--- config.mk ---
export PLATFORM = sky130hd
export DESIGN_NAME = fdiv_seq
export DESIGN_NICKNAME = d
export VERILOG_FILES = /design/src/rtl/fdiv_seq.sv
export SDC_FILE = /design/constraint.sdc
export NUM_CORES = 1
export LEC_CHECK = 0
export ABC_AREA = 1
export CAP_MARGIN = 20
export CORE_MARGIN = 3
export CORE_UTILIZATION = 50
export CTS_BUF_LIST = sky130_fd_sc_hd__clkbuf_4
export DETAILED_ROUTE_END_ITERATION = 10
export PLACE_DENSITY = 0.7
export SLEW_MARGIN = 0
export SYNTH_ARGS = -nofsm -noshare
export SYNTH_HDL_FRONTEND = slang
export SYNTH_SLANG_ARGS = --single-unit
--- constraint.sdc ---
create_clock -name CLK -period 3.5 [get_ports CLK]
set_input_delay 0.525 -clock CLK [delete_from_list [all_inputs] [get_ports CLK]]
set_output_delay 0.525 -clock CLK [all_outputs]
set_load 0.03 [all_outputs]
--- src/rtl/fdiv_seq.sv ---
// rtl/fdiv_seq.sv - sequential binary32 divider: restoring mantissa division, truncating rounding
module fdiv_seq (
    input  logic        CLK,
    input  logic        RST,
    input  logic        start,
    input  logic [31:0] in1,
    input  logic [31:0] in2,
    output logic        busy,
    output logic        done,
    output logic [31:0] out,
    output logic        inexact,
    output logic        invalid,
    output logic        divzero,
    output logic        overflow
);

    typedef enum logic [1:0] {S_IDLE, S_DIV, S_NORM, S_DONE} state_t;

    state_t             state_q, state_d;
    logic [25:0]        rem_q, rem_d;
    logic [23:0]        dvsr_q, dvsr_d;
    logic [24:0]        quo_q, quo_d;
    logic [4:0]         cnt_q, cnt_d;
    logic signed [9:0]  exp_q, exp_d;
    logic               sign_q, sign_d;
    logic [31:0]        out_q, out_d;
    logic               inexact_q, inexact_d;
    logic               invalid_q, invalid_d;
    logic               divzero_q, divzero_d;
    logic               overflow_q, overflow_d;

    // Operand classification; exp==0 is treated as zero, so subnormals flush.
    logic zero1, zero2, inf1, inf2, nan1, nan2, snan1, snan2, special, sgn;
    assign zero1   = (in1[30:23] == 8'd0);
    assign zero2   = (in2[30:23] == 8'd0);
    assign inf1    = (in1[30:23] == 8'hFF) && (in1[22:0] == 23'd0);
    assign inf2    = (in2[30:23] == 8'hFF) && (in2[22:0] == 23'd0);
    assign nan1    = (in1[30:23] == 8'hFF) && (in1[22:0] != 23'd0);
    assign nan2    = (in2[30:23] == 8'hFF) && (in2[22:0] != 23'd0);
    assign snan1   = nan1 && !in1[22];
    assign snan2   = nan2 && !in2[22];
    assign special = zero1 | zero2 | (in1[30:23] == 8'hFF) | (in2[30:23] == 8'hFF);
    assign sgn     = in1[31] ^ in2[31];

    logic [31:0] spec_out;
    logic        spec_invalid, spec_divzero;

    always_comb begin
        spec_out     = {sgn, 31'd0};
        spec_invalid = 1'b0;
        spec_divzero = 1'b0;
        if (nan1 || nan2) begin
            spec_out     = 32'h7FC00000;
            spec_invalid = snan1 | snan2;
        end else if ((zero1 && zero2) || (inf1 && inf2)) begin
            spec_out     = 32'h7FC00000;
            spec_invalid = 1'b1;
        end else if (zero2 && !inf1) begin
            spec_out     = {sgn, 8'hFF, 23'd0};
            spec_divzero = 1'b1;
        end else if (inf1) begin
            spec_out     = {sgn, 8'hFF, 23'd0};
        end
    end

    logic               ge;
    logic [25:0]        diff;
    logic signed [9:0]  exp_n;
    logic [23:0]        mant;
    logic               lost;

    assign ge    = (rem_q >= {2'b00, dvsr_q});
    assign diff  = ge ? (rem_q - {2'b00, dvsr_q}) : rem_q;
    assign exp_n = quo_q[24] ? (exp_q + 10'sd127) : (exp_q + 10'sd126);
    assign mant  = quo_q[24] ? quo_q[24:1] : quo_q[23:0];
    assign lost  = (quo_q[24] && quo_q[0]) || (rem_q != 26'd0);

    always_comb begin
        state_d    = state_q;
        rem_d      = rem_q;
        dvsr_d     = dvsr_q;
        quo_d      = quo_q;
        cnt_d      = cnt_q;
        exp_d      = exp_q;
        sign_d     = sign_q;
        out_d      = out_q;
        inexact_d  = inexact_q;
        invalid_d  = invalid_q;
        divzero_d  = divzero_q;
        overflow_d = overflow_q;
        unique case (state_q)
            S_IDLE: begin
                if (start) begin
                    sign_d     = sgn;
                    exp_d      = $signed({2'b00, in1[30:23]}) - $signed({2'b00, in2[30:23]});
                    rem_d      = {3'b001, in1[22:0]};
                    dvsr_d     = {1'b1, in2[22:0]};
                    quo_d      = 25'd0;
                    cnt_d      = 5'd0;
                    inexact_d  = 1'b0;
                    invalid_d  = 1'b0;
                    divzero_d  = 1'b0;
                    overflow_d = 1'b0;
                    if (special) begin
                        out_d     = spec_out;
                        invalid_d = spec_invalid;
                        divzero_d = spec_divzero;
                        state_d   = S_DONE;
                    end else begin
                        state_d   = S_DIV;
                    end
                end
            end
            S_DIV: begin
                // Remainder stays below 2*divisor, so the shifted value fits 26 bits.
                quo_d = {quo_q[23:0], ge};
                rem_d = {diff[24:0], 1'b0};
                cnt_d = cnt_q + 5'd1;
                if (cnt_q == 5'd24) state_d = S_NORM;
            end
            S_NORM: begin
                if (exp_n >= 10'sd255) begin
                    out_d      = {sign_q, 8'hFF, 23'd0};
                    overflow_d = 1'b1;
                    inexact_d  = 1'b1;
                end else if (exp_n <= 10'sd0) begin
                    out_d      = {sign_q, 31'd0};
                    inexact_d  = 1'b1;
                end else begin
                    out_d      = {sign_q, exp_n[7:0], mant[22:0]};
                    inexact_d  = lost;
                end
                state_d = S_DONE;
            end
            S_DONE: state_d = S_IDLE;
            default: state_d = S_IDLE;
        endcase
    end

    always_ff @(posedge CLK) begin
        if (RST) begin
            state_q    <= S_IDLE;
            rem_q      <= 26'd0;
            dvsr_q     <= 24'd0;
            quo_q      <= 25'd0;
            cnt_q      <= 5'd0;
            exp_q      <= 10'sd0;
            sign_q     <= 1'b0;
            out_q      <= 32'd0;
            inexact_q  <= 1'b0;
            invalid_q  <= 1'b0;
            divzero_q  <= 1'b0;
            overflow_q <= 1'b0;
        end else begin
            state_q    <= state_d;
            rem_q      <= rem_d;
            dvsr_q     <= dvsr_d;
            quo_q      <= quo_d;
            cnt_q      <= cnt_d;
            exp_q      <= exp_d;
            sign_q     <= sign_d;
            out_q      <= out_d;
            inexact_q  <= inexact_d;
            invalid_q  <= invalid_d;
            divzero_q  <= divzero_d;
            overflow_q <= overflow_d;
        end
    end

    assign busy     = (state_q != S_IDLE);
    assign done     = (state_q == S_DONE);
    assign out      = out_q;
    assign inexact  = inexact_q;
    assign invalid  = invalid_q;
    assign divzero  = divzero_q;
    assign overflow = overflow_q;

endmodule

Word-level counts from Yosys, hierarchy flattened --
Cells that the tools add are included.
Operators by class: $add $sub $neg 5, multiply operators 0, divide/modulo/power cells 0, $lt $le $gt $ge 3, equal/unequal tests 10, shift-type cells 0, multiplexer cells 35, bitwise operators 5, reductions and logical operators 33
Operators by type and width (count):
- 32-bit two-way mux | 4
- 31-bit two-way mux | 4
- 32-bit case mux with 2 select lines | 1
- 26-bit case mux with 2 select lines | 1
- 25-bit two-way mux | 2
- 25-bit case mux with 2 select lines | 1
- 23-bit zero test | 2
- 23-bit nonzero test | 2
- 26-bit by 24-bit >= comparator with 1-bit output | 1
- 26-bit two-way mux | 1
- 26-bit nonzero test | 1
- 25-bit by 24-bit subtractor with 25-bit output | 1
- 23-bit two-way mux | 1
- 10-bit by 8-bit adder with 10-bit output (second input constant) | 2
- 8-bit == test (second input constant) | 2
- 8-bit zero test | 2
- 1-bit two-way mux | 11
- 10-bit by 9-bit >= comparator with 1-bit output (second input constant) | 1
- 10-bit by 1-bit <= comparator with 1-bit output (second input constant) | 1
- 1-bit logical AND | 10
- 10-bit two-way mux | 1
- 5-bit case mux with 2 select lines | 1
- 8-bit by 8-bit subtractor with 9-bit output | 1
- 2-bit != test (second input constant) | 4
- 16 further kinds | 33
Storage, ports and cells: flip-flop bits (word level) 129, latch bits 0, memory bits (writable) 0, bits in read-only memories 0, input port bits 67, output and inout port bits 38, logic and storage cells 103, memories kept 0

Logic depth before layout (Yosys ltp) --
Gate-level depths: netlist of run 1.
depth in word-level cells 10, mapped depth 16, gate-level depth less buffers 16

Least setup slack after synthesis of run 1 --
No wires, ideal clock.
kind register to register, from reg rem_q[0], to reg rem_q[13], library setup time 0.119 ns, data arrival time 1.902 ns, data required time 3.381 ns, path slack 1.478 ns, stages on the path, launching flop included 14, path buffers 0, period minus slack after synthesis 2.022 ns, path through dfxtp_1 > inv_1 > ha_1 > fa_1 > o21ai_2 > inv_1 > o21bai_1 > nand2_1 > nand2_1 > nand2_1 > nand2_1 > nand2_1 > nand3_1 > a21oi_1
Between the ends: cells in the longest elaborated chain, start to end 3, elaborated cells between the ends (all ways) 4, classes of those cells add/sub: 1; order compare: 1; mux: 2
Ends and longest elaborated chain:
- start: declaration | RTL line 20 | logic [25:0] rem_q, rem_d;
- start signal: assignment | RTL line 156 | rem_q <= rem_d;
- 25-bit by 24-bit subtractor with 25-bit output or 26-bit by 24-bit >= comparator with 1-bit output (tied branches) | RTL line 73, 72
- 25-bit two-way mux (*) | RTL line 73 | assign diff = ge ? (rem_q - {2'b00, dvsr_q}) : rem_q;
- 26-bit case mux with 2 select lines (*) | RTL line 91 | unique case (state_q)
Mark *: on every way between the ends. The rest lies on a longest branch, timed or not. A chain may end at the register's enable or synchronous reset.

Final worst setup path of run 1 --
from reg quo_q[24], to reg out_q[22], in the netlist out[22]
Between the ends: cells in the longest elaborated chain, start to end 5, elaborated cells between the ends (all ways) 7, classes of those cells order compare: 2; mux: 5
Ends and longest elaborated chain:
- start: declaration | RTL line 22 | logic [24:0] quo_q, quo_d;
- start signal: assignment | RTL line 158 | quo_q <= quo_d;
- 10-bit two-way mux | RTL line 74 | assign exp_n = quo_q[24] ? (exp_q + 10'sd127) : (exp_q + 10'sd126);
- 10-bit by 1-bit <= comparator with 1-bit output | RTL line 126 | end else if (exp_n <= 10'sd0) begin
- 31-bit two-way mux | RTL line 126
- 31-bit two-way mux (*) | RTL line 122 | if (exp_n >= 10'sd255) begin
- 32-bit case mux with 2 select lines (*) | RTL line 91
- end signal: assignment | RTL line 162 | out_q <= out_d;
- end: declaration | RTL line 26 | logic [31:0] out_q, out_d;
Marks and branches as above.

==> results of run 1 <==
stage by stage:
| step | std cells | utilization, % | area (sq um) | setup WS (ns) | hold WS (ns) |
|---|---|---|---|---|---|
| 2_1_floorplan | 1303 | - | 8470 | 1.48 | 0.433 |
| 3_3_place_gp | 1572 | 59.1 | 9600 | 0.848 | 0.450 |
| 3_5_place_dp | 1572 | 59.1 | 9600 | 0.797 | 0.452 |
| 4_1_cts | 1604 | 60.9 | 9880 | 0.823 | 0.470 |
| 5_1_grt | 1605 | 60.9 | 9890 | 0.543 | 0.497 |
| 6_report | 1605 | 60.9 | 9890 | 0.855 | 0.470 |
worst max-delay path: stages (launching register included):
cell and delay (ns):
dfxtp_1 0.69, inv_4 0.23, nand2_4 0.14, nand2_2 0.07
nor2_4 0.10, nand3_2 0.09, nand2_1 0.07, nand2_1 0.06
nand2_2 0.09, nand2_1 0.12, nand2_2 0.49, nand2_1 0.14
nor2_1 0.15, nor2_1 0.06, nor2_1 0.08
cells by family (layout without fill, tap and decap cells):
| kind of cell | after synthesis | after routing | synth area share (%) |
|---|---|---|---|
| xor gates and xnor gates | 17 | 17 | 1.76 |
| other | 0 | 1 | 0 |
| AOI/OAI and AO/OA | 329 | 329 | 19.9 |
| buffers and inverters | 219 | 304 | 10.5 |
| and+or+nand+nor | 566 | 566 | 30.9 |
| DFF | 128 | 128 | 30.3 |
| adders and majority gates | 44 | 44 | 6.68 |
synthesized netlist by cell type (3+ instances only):
| cell | count | area (sq um) |
|---|---|---|
| clkbuf_1 | 41 | 154 |
| nor2_1 | 108 | 405 |
| o211ai_1 | 3 | 22.5 |
| nand3b_1 | 9 | 67.6 |
| nor3_1 | 7 | 35.0 |
| inv_2 | 6 | 22.5 |
| a31oi_1 | 3 | 18.8 |
| nand4_1 | 66 | 413 |
| buf_6 | 6 | 67.6 |
| buf_2 | 11 | 55.1 |
| o21ai_0 | 114 | 571 |
| inv_1 | 142 | 533 |
| o21bai_1 | 4 | 30.0 |
| a21oi_1 | 199 | 996 |
| xnor2_1 | 9 | 78.8 |
| nand2_1 | 263 | 987 |
| nand3_1 | 72 | 360 |
| dfxtp_1 | 128 | 2560 |
| ha_1 | 42 | 526 |
| nand3_2 | 7 | 70.1 |
| xor2_1 | 8 | 70.1 |
| nand3_4 | 3 | 52.6 |
| nand2_2 | 7 | 43.8 |
| nor2_2 | 6 | 37.5 |
| buf_1 | 7 | 26.3 |
| nor4_1 | 8 | 50.1 |
| clkinv_1 | 3 | 11.3 |
metal layers:
metal / part of all wire, % / global-route usage (%) / wire length, um
met4: 1.7 / 7.05 / 408
met5: 0 / 0 / 0
met3: 7.7 / 5.63 / 1800
met2: 43 / 38.4 / 9930
met1: 48 / 37.4 / 11200
power groups by stage:
stage / combinational [mW] / sequential (mW) / clock [mW]
after floorplan: 4.33 / 2.19 / 0
after global placement: 5.80 / 2.08 / 0
after detailed placement: 5.84 / 2.08 / 0
after CTS: 5.88 / 2.05 / 1.09
after global routing: 6.70 / 2.10 / 1.16
final: 5.94 / 2.05 / 1.06
sequential cells by signal, summed over array words and instances (netlist names):
| register | flops |
|---|---|
| inexact | 1 |
| rem_q | 26 |
| overflow | 1 |
| state_q | 2 |
| out | 32 |
| sign_q | 1 |
| dvsr_q | 24 |
| divzero | 1 |
| invalid | 1 |
| exp_q | 9 |
| cnt_q | 5 |
| quo_q | 25 |
cell type report:
class                      instances  area share [%]
antenna                            1          0.0253
clock buffer                      18            1.37
clock inverter                    14            1.53
inverter                         152            5.80
multi-input combinational        956            50.8
sequential                       128            25.9
tap                              216            2.73
timing repair buffer             120            11.9
how the worst max path moves through the flow:
| stage | from | cells past startpoint | end | slack, ns |
|---|---|---|---|---|
| after floorplan | rem_q[0] | 13 | rem_q[13] | 1.48 |
| after detailed placement | start | 9 | out[22] | 0.80 |
| final | quo_q[24] | 14 | out[22] | 0.86 |
| after CTS | state_q[0] | 4 | busy | 0.82 |
| after global placement | in1[23] | 11 | exp_q[6] | 0.85 |
| after global routing | quo_q[24] | 14 | out[22] | 0.54 |
==> flow_summary.json, run 1 <==
{
  "max_freq_ghz": 0.378,
  "ys_types": 44,
  "pwr-share-seq_pct": 22.7,
  "powerDensity_mw_per_mm2": 916,
  "gp_congestion": 0.944,
  "clk_pin_slew_ns": 0.13,
  "grt_pass1_wl_mm": 38.6,
  "core_sq_mm": 0.0162,
  "fin_crit_sh_pct": 75.6,
  "status": "finished, final reports clean",
  "hold_viol": 0,
  "viasPerCell": 5.49,
  "p_leak_nw": 4.14,
  "rsz0062_at_grt": "false",
  "syn_area_sq_mm": 0.00847,
  "syn_avg_cell_area_sq_um": 6.50,
  "drive_above_1_share_pct": 6.41,
  "critical_path_arrival_ns": 3.13,
  "combPwrFrac_pct": 65.6,
  "fill_cells": 1651,
  "min_path_type": "reg -> reg",
  "seqCellArea_sq_mm": 0.00256,
  "crit_fanout": 31,
  "vias": 8818,
  "grt_pass1_vias": 7838,
  "drv_slew": 0,
  "clk_path_buf_depth": 2,
  "post_cts_buffers": 0,
  "power.switching_mw": 4.81,
  "drc_errors": 0,
  "clk-insertion-delay-late_ns": 0.55,
  "startpoint_type": "flop",
  "layout_common_cells": "262 x nand2_1, 199 x a21oi_1, 141 x inv_1, 128 x dfxtp_1, 114 x o21ai_0",
  "peakVddDrop_mv": 0.647,
  "cp-end-kind": "flop",
  "drt_iter0_markers": 692,
  "max_cap_viol_count": 0,
  "cts_tree": "done",
  "tightest_slew_ns": 0.822,
  "start_util_pct": 52.2,
  "synthFlopType": "dfxtp_1",
  "synth_nets": 1414,
  "cts_resized": 0,
  "yosysWarnings": 0,
  "nNetsFinal": 1486,
  "cts_buffers": 17,
  "async_reset_ff_share_pct": 0,
  "multiInputGateArea_sq_mm": 0.00502,
  "min_to": "dvsr_q[15]",
  "min_period_ns": 2.64,
  "detailed_place_hpwl_mm": 17.3,
  "synth-seq-cells": 128,
  "wl_per_cell_um": 14.5,
  "finalPower_mw": 9.05,
  "h-tree-depth": 4,
  "synthCells": 1303,
  "grt_max_degree": 65,
  "fin_tns_setup_ns": 0,
  "firstDrtPassIters": 5,
  "intPower_mw": 4.24,
  "ant_nets": 0,
  "ys_seq_area_share_pct": 30.3,
  "critPathKind": "reg -> reg",
  "synth_edf_count": 0,
  "die-area_sq_mm": 0.0185,
  "power_frac_clock_pct": 11.7,
  "rrSetupSlack_ns": 0.86,
  "crit_required_ns": 3.98,
  "r2r-end": "out[22]",
  "holdPathStages": 2,
  "cts.sinks": 128,
  "setup_viol": 0,
  "antenna_found_initial": 1,
  "final.setup_skew_ns": 0.0234,
  "num_rows": 46,
  "grt_usage_pct": 25.8,
  "holdCritStartpoint": "dvsr_q[15]",
  "fp.dieH_um": 136,
  "syn2layout_area_growth_pct": 16.7,
  "final_common_cell": "nand2_1",
  "cts_hold_buf": 0,
  "netSwitchingFraction_pct": 53.2,
  "die_w_um": 136,
  "r2r-start": "quo_q[24]",
  "grt_overflow": 0,
  "postRouteWirelength_mm": 23.3,
  "relSlewSlack_pct": 45.0,
  "clockRootBuffer": "clkbuf_4",
  "io_pins": 105,
  "port_buffers": 104,
  "reg2reg_depth": 14
}
Note: power is estimated with default switching activity, not from simulation.
==> run 2, diff against run 1 <==
--- a/config.mk
+++ b/config.mk
@@ -11,7 +11,7 @@
 export CORE_UTILIZATION = 50
 export CTS_BUF_LIST = sky130_fd_sc_hd__clkbuf_4
 export DETAILED_ROUTE_END_ITERATION = 10
-export PLACE_DENSITY = 0.7
+export PLACE_DENSITY = 0.73
 export SLEW_MARGIN = 0
 export SYNTH_ARGS = -nofsm -noshare
 export SYNTH_HDL_FRONTEND = slang
==> constraint.sdc (replaced) <==
create_clock -name CLK -period 2.25 [get_ports CLK]
set_input_delay 0.3375 -clock CLK [delete_from_list [all_inputs] [get_ports CLK]]
set_output_delay 0.3375 -clock CLK [all_outputs]
set_load 0.03 [all_outputs]
==> run 2 against run 1 <==
Global-route usage up 0.41 points. Sequential power up 58%. Die area unchanged. Worst setup slack worse by 0.73 ns. Largest cell class unchanged. Via count up 3.3%.
==> flow_summary.json, run 2 (same netlist as run 1, synthesis figures left out) <==
{
  "r2r-start": "rem_q[17]",
  "cp_slowest_cell": "dfxtp_1",
  "status": "finished, final reports clean",
  "postRouteWirelength_mm": 24.3,
  "cts_hold_buf": 0,
  "layout_common_cells": "251 x nand2_1, 188 x a21oi_1, 137 x inv_1, 121 x dfxtp_1, 113 x o21ai_0",
  "finalPower_mw": 15.8,
  "clk-insertion-delay-late_ns": 0.57,
  "critPathKind": "reg -> reg",
  "crit_chain": "ha_2 > nand2_2 > or2_2 > nand3_2 > a21oi_4 > nand3_4 > buf_12 > nand2_1 > nand3_1 > a21oi_1",
  "tightest_slew_ns": 0.434,
  "syn2layout_area_growth_pct": 25.3,
  "crit_required_ns": 2.74,
  "min_path_type": "in -> reg",
  "cts_buffers": 17,
  "clk_path_buf_depth": 2,
  "cp_top_family": "simple AND/OR/NAND/NOR gates",
  "grt_pass1_vias": 8230,
  "final_area_sq_mm": 0.0106,
  "firstDrtPassIters": 5,
  "grt_usage_pct": 26.2,
  "start_util_pct": 52.2,
  "h-tree-depth": 4,
  "cp-end-kind": "flop",
  "crit_fanout": 13,
  "gp_congestion": 0.931,
  "fp.dieH_um": 136,
  "clockRootBuffer": "clkbuf_4",
  "max_cap_viol_count": 0,
  "drive_above_1_share_pct": 13.7,
  "core_sq_mm": 0.0162,
  "grt_max_degree": 62,
  "grt_overflow": 0,
  "final_util_pct": 65.4,
  "fin_crit_sh_pct": 94.6,
  "grt_pass1_wl_mm": 39.6,
  "final_common_cell": "nand2_1",
  "die_w_um": 136,
  "powerDensity_mw_per_mm2": 1490,
  "hold_viol": 0,
  "clk_pin_slew_ns": 0.14,
  "critical_path_arrival_ns": 2.62,
  "cts.sinks": 128,
  "crit_start": "rem_q[17]",
  "crit_buf_inv": 1,
  "rrSetupSlack_ns": 0.12,
  "final.setup_skew_ns": 0.0218,
  "wl_per_cell_um": 14.6,
  "setup_viol": 0,
  "holdCritStartpoint": "in1[0]",
  "ant_nets": 0,
  "antenna_found_initial": 2,
  "num_rows": 46,
  "cpPeakStageDelay_ns": 0.42,
  "io_pins": 105,
  "die-area_sq_mm": 0.0185,
  "relSlewSlack_pct": 71.1,
  "max_freq_ghz": 0.470,
  "largest_reg_flops": 32,
  "final_cells": 1661,
  "postPlaceCellArea_sq_mm": 0.0100,
  "fin_tns_setup_ns": 0,
  "viasPerCell": 5.48,
  "startpoint_type": "flop",
  "drv_slew": 0,
  "cts_tree": "done",
  "p_leak_nw": 4.48,
  "port_buffers": 104,
  "reg2reg_depth": 10,
  "drc_errors": 0,
  "dp_cells": 1624,
  "crit_end": "rem_q[10]",
  "nNetsFinal": 1542,
  "drt_iter0_markers": 883,
  "vias": 9107,
  "min_period_ns": 2.13,
  "cp.depth": 10,
  "r2r-end": "rem_q[10]",
  "detailed_place_hpwl_mm": 17.9,
  "peakVddDrop_mv": 0.856
}
==> run 2: final cells by class <==
class                   instances  area (sq um)
flip-flops and latches        128          2570
multi-input cells             956          5270
inverters                     152           573
repair buffers                176          1650
diodes                          1          2.50
clock inverters                15           140
clock buffers                  17           128
well taps                     216           270
fillers                      1501          5620
==> run 2: worst min-delay path by stage <==
stage          slack (ns)    endpoint  depth (start not counted)
6_report             0.39    rem_q[0]                          3
5_1_grt              0.40    rem_q[0]                          3
4_1_cts              0.37    rem_q[0]                          3
3_5_place_dp         0.45  dvsr_q[14]                          2
3_3_place_gp         0.44  dvsr_q[14]                          2
2_1_floorplan        0.43  dvsr_q[10]                          2
==> run 2: tightest hold or removal path, stage by stage <==
cell and delay, ns:
clkdlybuf4s50_1 0.42, nand3_1 0.09, a21oi_1 0.06
==> run 2: stage by stage <==
stage                     hold WS [ns]  setup slack [ns]
after floorplan                  0.433             0.228
after global placement           0.445           -0.0927
after detailed placement         0.453            -0.147
after CTS                        0.371            0.0371
after global routing             0.398           -0.0139
final                            0.388             0.120
==> run 2: what timing repair did <==
item | in CTS | in global routing
endpoints found under the setup margin | 2 | 55
gates resized for setup | 2 | 63
pin swaps | 0 | 7
cloned | 0 | 1
endpoints found under the hold margin | 0 | 0
setup buffers | 0 | 3
==> run 2: per-layer routing <==
layer	GRT usage (%)	part of all wire [%]	vias to the layer above
met5	0	0.037	-
met1	37.8	48	4137
met3	4.26	6.4	41
met4	8.29	2.1	2
met2	39.9	43	294
li1	-	-	4633
==> run 2: report_power, final <==
part           switching [mW]  internal [mW]
logic                    6.71           4.33
clock network            1.07          0.492
registers               0.425           2.81
total                    8.20           7.63
